## src/rtl/instr_mem_ctrl.sv

```systemverilog
// Instruction memory controller: LOAD mode fills the word store through an
// auto-incrementing pointer, RUN mode serves single-cycle-latency fetches.
//
// state  | meaning
// S_LOAD | program loading; load_we writes at the pointer, fetches ignored
// S_RUN  | fetch service; fetch_ready high, load_we ignored
module instr_mem_ctrl #(
   parameter int DATA_W = 16,
   parameter int ADDR_W = 5,
   parameter int DEPTH  = 32
) (
   input  logic              clk,
   input  logic              rst_n,
   input  logic              load_en,
   input  logic              load_we,
   input  logic [DATA_W-1:0] load_data,
   output logic              load_ovf,
   output logic [ADDR_W:0]   word_count,
   input  logic              fetch_req,
   input  logic [ADDR_W-1:0] fetch_adr,
   output logic              fetch_ready,
   output logic [DATA_W-1:0] instruction,
   output logic              instr_valid,
   output logic              fetch_err
);

   localparam int PTR_W = (DEPTH > 1) ? $clog2(DEPTH) : 1;
   localparam logic [ADDR_W:0]  DEPTH_CNT = (ADDR_W+1)'(DEPTH);
   localparam logic [PTR_W-1:0] PTR_LAST  = PTR_W'(DEPTH-1);

   typedef enum logic {
      S_LOAD = 1'b0,
      S_RUN  = 1'b1
   } state_t;

   state_t r_state;
   state_t w_state_nxt;

   logic [DATA_W-1:0] r_mem [DEPTH];
   logic [DEPTH-1:0]  r_written;
   logic [PTR_W-1:0]  r_ptr;
   logic              r_ovf;
   logic [ADDR_W:0]   r_count;
   logic [DATA_W-1:0] r_instr;
   logic              r_valid;
   logic              r_err;

   logic              w_wr;
   logic              w_enter_load;
   logic              w_accept;
   logic              w_oor;
   logic [PTR_W-1:0]  w_rd_idx;
   logic              w_hit;

   assign w_wr         = (r_state == S_LOAD) && load_we;
   assign w_enter_load = (r_state == S_RUN) && load_en;
   assign w_accept     = (r_state == S_RUN) && fetch_req;
   assign w_oor        = {1'b0, fetch_adr} >= DEPTH_CNT;
   assign w_rd_idx     = fetch_adr[PTR_W-1:0];
   // Out-of-range addresses never reach the written lookup result
   assign w_hit        = !w_oor && r_written[w_rd_idx];

   always_ff @(posedge clk or negedge rst_n) begin
      if (!rst_n) begin
         r_state <= S_LOAD;
      end else begin
         r_state <= w_state_nxt;
      end
   end

   always_comb begin
      w_state_nxt = r_state;
      case (r_state)
         S_LOAD:  if (!load_en) w_state_nxt = S_RUN;
         S_RUN:   if (load_en)  w_state_nxt = S_LOAD;
         default: w_state_nxt = S_LOAD;
      endcase
   end

   always_ff @(posedge clk or negedge rst_n) begin
      if (!rst_n) begin
         r_ptr     <= '0;
         r_ovf     <= 1'b0;
         r_written <= '0;
         r_count   <= '0;
      end else if (w_enter_load) begin
         r_ptr <= '0;
         r_ovf <= 1'b0;
      end else if (w_wr) begin
         r_written[r_ptr] <= 1'b1;
         if (!r_written[r_ptr] && (r_count != DEPTH_CNT)) begin
            r_count <= r_count + (ADDR_W+1)'(1);
         end
         if (r_ptr == PTR_LAST) begin
            r_ptr <= '0;
            r_ovf <= 1'b1;
         end else begin
            r_ptr <= r_ptr + PTR_W'(1);
         end
      end
   end

   // Storage carries no reset; r_written alone says which words are valid
   always_ff @(posedge clk) begin
      if (w_wr) begin
         r_mem[r_ptr] <= load_data;
      end
   end

   always_ff @(posedge clk or negedge rst_n) begin
      if (!rst_n) begin
         r_instr <= '0;
         r_valid <= 1'b0;
         r_err   <= 1'b0;
      end else begin
         r_valid <= w_accept;
         r_err   <= w_accept && !w_hit;
         if (w_accept) begin
            r_instr <= w_hit ? r_mem[w_rd_idx] : '0;
         end
      end
   end

   assign fetch_ready = (r_state == S_RUN);
   assign load_ovf    = r_ovf;
   assign word_count  = r_count;
   assign instruction = r_instr;
   assign instr_valid = r_valid;
   assign fetch_err   = r_err;

endmodule

```

## config.mk

```make
export PLATFORM = sky130hd
export DESIGN_NAME = instr_mem_ctrl
export DESIGN_NICKNAME = d
export VERILOG_FILES = /design/src/rtl/instr_mem_ctrl.sv
export SDC_FILE = /design/constraint.sdc
export NUM_CORES = 1
export LEC_CHECK = 0
export BUFFER_PORTS_ARGS = -buffer_cell sky130_fd_sc_hd__buf_2
export CAP_MARGIN = 10
export CORE_MARGIN = 10
export CORE_UTILIZATION = 40
export CTS_CLUSTER_SIZE = 8
export DETAILED_ROUTE_END_ITERATION = 7
export PLACE_DENSITY_LB_ADDON = 0.08
export SLEW_MARGIN = 20
export SYNTH_ARGS = -nofsm -noshare
export SYNTH_HDL_FRONTEND = slang
export SYNTH_SLANG_ARGS = --single-unit
```

## constraint.sdc

```tcl
create_clock -name clk -period 2.6 [get_ports clk]
set_input_delay 0.52 -clock clk [delete_from_list [all_inputs] [get_ports clk]]
set_output_delay 0.52 -clock clk [all_outputs]
set_load 0.005 [all_outputs]
```

# == Yosys cells after proc, flatten, opt, wreduce, memory -nomap -nowiden ==
# Memories as Yosys holds them, arrays and structs flattened.
# Index checks and enable logic that the tools add are counted.
# totals
reg_bits,63
mem_bits_rw,512
input_bits,26
output_inout_bits,26
elab_cells,48
mem_count,1
# classes
addsub,2
magnitude_cmp,3
eq_ne,2
muxes,16
bitwise,3
reduce_logical,13
# memory_table
name,depth,width,rd,rd_ports_with_merged_regs,wr,line,rtl
r_mem,32,16,1,0,1,39,logic [DATA_W-1:0] r_mem [DEPTH];
# ops
op,n
$or A32 B32 Y32,1
$mux W16,1
$mux W5,3
$lt A5 B6 Y1 const B,2
$bmux W1 S5,2
$mux W1,9
$add A6 B1 Y6 const B,1
$logic_and A1 B1 Y1,6
$ne A6 B6 Y1 const B,1
$add A5 B1 Y5 const B,1
$demux W1 S5,1
$eq A5 B5 Y1 const B,1
$ge A5 B1 Y1 const B,1
$reduce_and A2 Y1,2
$reduce_bool A2 Y1,2
$reduce_and A3 Y1,1
$logic_not A1 Y1,2
$not A1 Y1,2

# == Depth between registers and ports, before layout ==
# depth
word_depth,5
ltp_mapped,10

# == Least setup slack after synthesis ==
# Ideal clock, no wire load.
# synth_timing
path_type,input to register
start,input fetch_adr[0]
end,register r_instr[10] (netlist: instruction[10])
arrival_time_ns,2.318
t_required_ns,2.469
setup_slack_ns,0.150
stages,7
path_buffers,3
path_cell_list,buf_4 > buf_2 > buf_2 > mux4_2 > mux4_2 > mux2i_1 > o21ai_1
# synth_between
elab_chain_cells,3
word_cells_on_any_way,4
cone_classes,mux (3); memory (1)
# synth_rtl
item,line,rtl
from (decl),20,"input logic [ADDR_W-1:0] fetch_adr,"
$bmux W1 S5,61,assign w_hit = !w_oor && r_written[w_rd_idx];
$mux W1 (implied by the code),61,
$mux W16 (*),119,r_instr <= w_hit ? r_mem[w_rd_idx] : '0;
to (signal assigned),119,
to (decl),44,logic [DATA_W-1:0] r_instr;
# Mark *: on every way between the ends. The rest lies on a longest branch, timed or not. The select of a mux whose other input is x is not followed.
# A chain may end at the register's enable or synchronous reset.

# == Worst setup path in the final report ==
# layout_timing
start,register r_ptr[1]
end,memory r_mem[6][1] (enable)
# layout_lines
item,line,rtl
from (decl),41,logic [PTR_W-1:0] r_ptr;
from (signal assigned),98,r_ptr <= r_ptr + PTR_W'(1);
to (decl),39,
# No word-level cell before the write port.

==> impl_metrics.csv <==
group,metric,value,unit
drt,first_iter_violations,945,
drt,vias_per_cell,5.54,
drt,firstDrtPassIters,5,
synth,ys_async_sr_fraction,11.0,%
global_route,first_global_vias,11713,
drt,wl_met3,3940,um
drt,routedWlPerCell,29.3,um
global_route,grt_max_degree,43,
drt,vias,11354,
die,std_cell_rows,86,
placement,dp_hpwl,37600,um
setup_path,critPathRequiredTime,2.86,ns
timing,hold_viol_final,0,
synth,synth-main-ff-cell,"edfxtp_1",
clocking,cts_buffers,81,
drt,highest_layer,"met4",
timing,max_slew_margin,47.1,%
final_layout,diodes,0,
clocking,clk_path_buf_depth,3,
setup_path,cpPeakStageDelay,0.67,ns
setup_path,cp.arrival,2.61,ns
setup_path,endpoint_kind,"flop",
die,pin_count,52,
synth,yosysTopAreaCellShare,68.4,%
run,drv_cap,0,
setup_path,critical_path_class,"reg2reg",
die,die_x,257,um
synth,ys_types,43,
clocking,postCtsSetupRepairBufs,0,
synth,syn_area_per_cell,21.3,um2
synth,yosysSeqAreaShare,75.4,%
synth,yosysMostFrequentCell,"edfxtp_1",
synth,ys_warn_count,0,
placement,dp_cells,1915,
clocking,clk_latency,0.61,ns
synth,synthesis.instances,1057,
synth,synth_top_cells_by_count,"edfxtp_1 (512), mux4_2 (158), dfrtp_1 (63), nor2_1 (45), mux2i_1 (42)",
setup_path,path_cells,"ha_1 > nand2_1 > nor2_2 > buf_4",
drt,routed_wl,60100,um
synth,synth_edf_count,512,
drt,met1_length,26200,um
timing,fin_tns_setup,0,ns
timing,holdWs,0.103,ns
die,core,0.0554,mm2
power_and_ir_drop,powerDensity,791,mW/mm2
setup_path,crit_fanout,13,
timing,tightest_slew,0.788,ns
synth,synthesis.nets,1090,
clocking,htreeDepth,3,
clocking,cts-root-buf,"clkbuf_16",
global_route,grt_antenna_before_repair,6,
timing,layout_min_cycle_time,2.35,ns
final_layout,nNetsFinal,1284,
die,start_util,40.6,%
timing,grt_setup_unrepaired,"false",
placement,gp_congestion,0.762,
synth,yosys.area.top_type,"edfxtp_1",
min_path,hold_path.class,"in2reg",
placement,port_buffers,51,
timing,slew_violations,0,
final_layout,drive_gt1_share,36.3,%
global_route,grtUsageTotal,18.2,%
synth,synth.area.top_cells,"edfxtp_1 (68%), mux4_2 (16%), dfrtp_1 (7.0%)",
timing,maxClockFrequency,426,MHz
synth,synth_area,0.0225,mm2
power_and_ir_drop,p_leak,9.23,nW
setup_path,startpoint_type,"flop",
global_route,overflow,0,
setup_path,cp_slowest_cell,"dfrtp_1",
status,status,"finished clean",
clocking,cts_tree,"built",
die,die_h,257,um
timing,post-route-period-util,90.4,%
timing,finClkSkew,0.0230,ns
drt,ant_nets,0,
clocking,path_clk_slew,0.05,ns
synth,ys_ff_latch,575,
power_and_ir_drop,ir_drop,618,uV
final_layout,area.growth.synth_to_final,19.2,%
drt,route.detailed.drc,0,
clocking,clock_sinks,575,
setup_path,cp_top_family,"simple AND/OR/NAND/NOR gates",
drt,wl_met2,28700,um
final_layout,stdcell_count,2050,
global_route,grt_pass1_wl,86500,um
die,fp.dieArea,0.0661,mm2
setup_path,worstPathBufferInverterCount,1,
timing,setup_viol,0,
[per-stage QoR]
stage | util [%] | worst slack (ns) | power (mW) | cell area (um2)
2_1_floorplan | - | 0.150 | 11.2 | 22500
3_3_place_gp | 44.2 | 0.0407 | 11.8 | 24500
3_5_place_dp | 44.2 | 0.0706 | 11.8 | 24500
4_1_cts | 48.4 | 0.277 | 21.5 | 26800
5_1_grt | 48.4 | 0.202 | 22.0 | 26800
6_report | 48.4 | 0.251 | 21.2 | 26800
[final cells by class]
| cell class | count | area (um2) |
|---|---|---|
| fill | 4596 | 28600 |
| sequential | 575 | 17000 |
| clock inverter | 2 | 25.0 |
| tap | 748 | 936 |
| clock buffer | 132 | 2280 |
| multi-input combinational | 421 | 5310 |
| timing repair buffer | 163 | 1270 |
| inverter | 9 | 33.8 |
[kinds of logic after synthesis]
kind of cell               after synthesis  share of synthesized area [%]
and+or+nand+nor                        151                           3.25
buffers and inverters                   61                           1.39
DFF                                    575                           75.4
adders and majority gates                7                          0.389
AOI/OAI and AO/OA                       57                           1.66
muxes                                  201                           17.7
xor gates and xnor gates                 5                          0.195
[flip-flops by register name, summed over array words and instances, names as in the netlist]
signal,flops
fetch_ready,1
word_count,6
r_mem,512
instruction,16
load_ovf,1
instr_valid,1
r_ptr,5
r_written,32
fetch_err,1
[timing repair]
item | CTS | global route
hold buffers | 1 | 0
resized for setup | 0 | 0
endpoints found under the hold margin | 39 | 0
[worst paths after layout]
kind | startpoint | endpoint | slack [ns] | cells past startpoint
worst max-delay path | r_ptr[1] | r_mem[6][1] | 0.25 | 4
worst min-delay path | load_en | fetch_ready | 0.10 | 2
worst max register to register | r_ptr[1] | r_mem[6][1] | 0.25 | 4
worst min register to register | r_written[26] | r_written[26] | 0.49 | 1
max in group asynchronous | rst_n | r_written[8] | 1.39 | 3
min in group asynchronous | rst_n | word_count[3] | 0.49 | 2
[power by group]
part | leakage (nW) | switching, mW | internal (mW)
clock network | 1.10 | 3.73 | 5.91
logic | 2.68 | 0.667 | 0.534
registers | 5.45 | 0.135 | 10.2
total | 9.23 | 4.53 | 16.7
[layout by cell type, fill, tap and decap left out, types with 2 or more instances in the layout]
cell type  instances
mux4_2           158
mux2i_1           42
nand2b_1           2
a22oi_1            7
ha_1               7
a22o_1             3
or3_1              2
nor2_2            32
a21oi_1            8
inv_1              9
clkbuf_1          48
o21ai_1           14
and3_1             2
edfxtp_1         512
clkbuf_16         84
nand3_1            8
xor2_1             4
or2_2             32
a221o_1            4
nand4_1            4
a32oi_1            4
o21ai_0           10
buf_12            12
nor3b_1            2
nor2_1            13
o2bb2ai_1          3
dfrtp_1           63
nor2b_1            4
nand2_1           39
nor3_1             6
buf_4            100
buf_2             48
[worst register-to-register path, stage by stage, from the launching register on]
cell	delay, ns
dfrtp_1	0.67
ha_1	0.25
nand2_1	0.41
nor2_2	0.32
buf_4	0.35
[layer usage]
layer | vias up | global-route usage (%)
met3 | 91 | 4.00
met1 | 6140 | 25.1
met5 | - | 0
met2 | 370 | 28.7
li1 | 4753 | -
met4 | 0 | 5.44
Note: power is estimated with default switching activity, not from simulation.
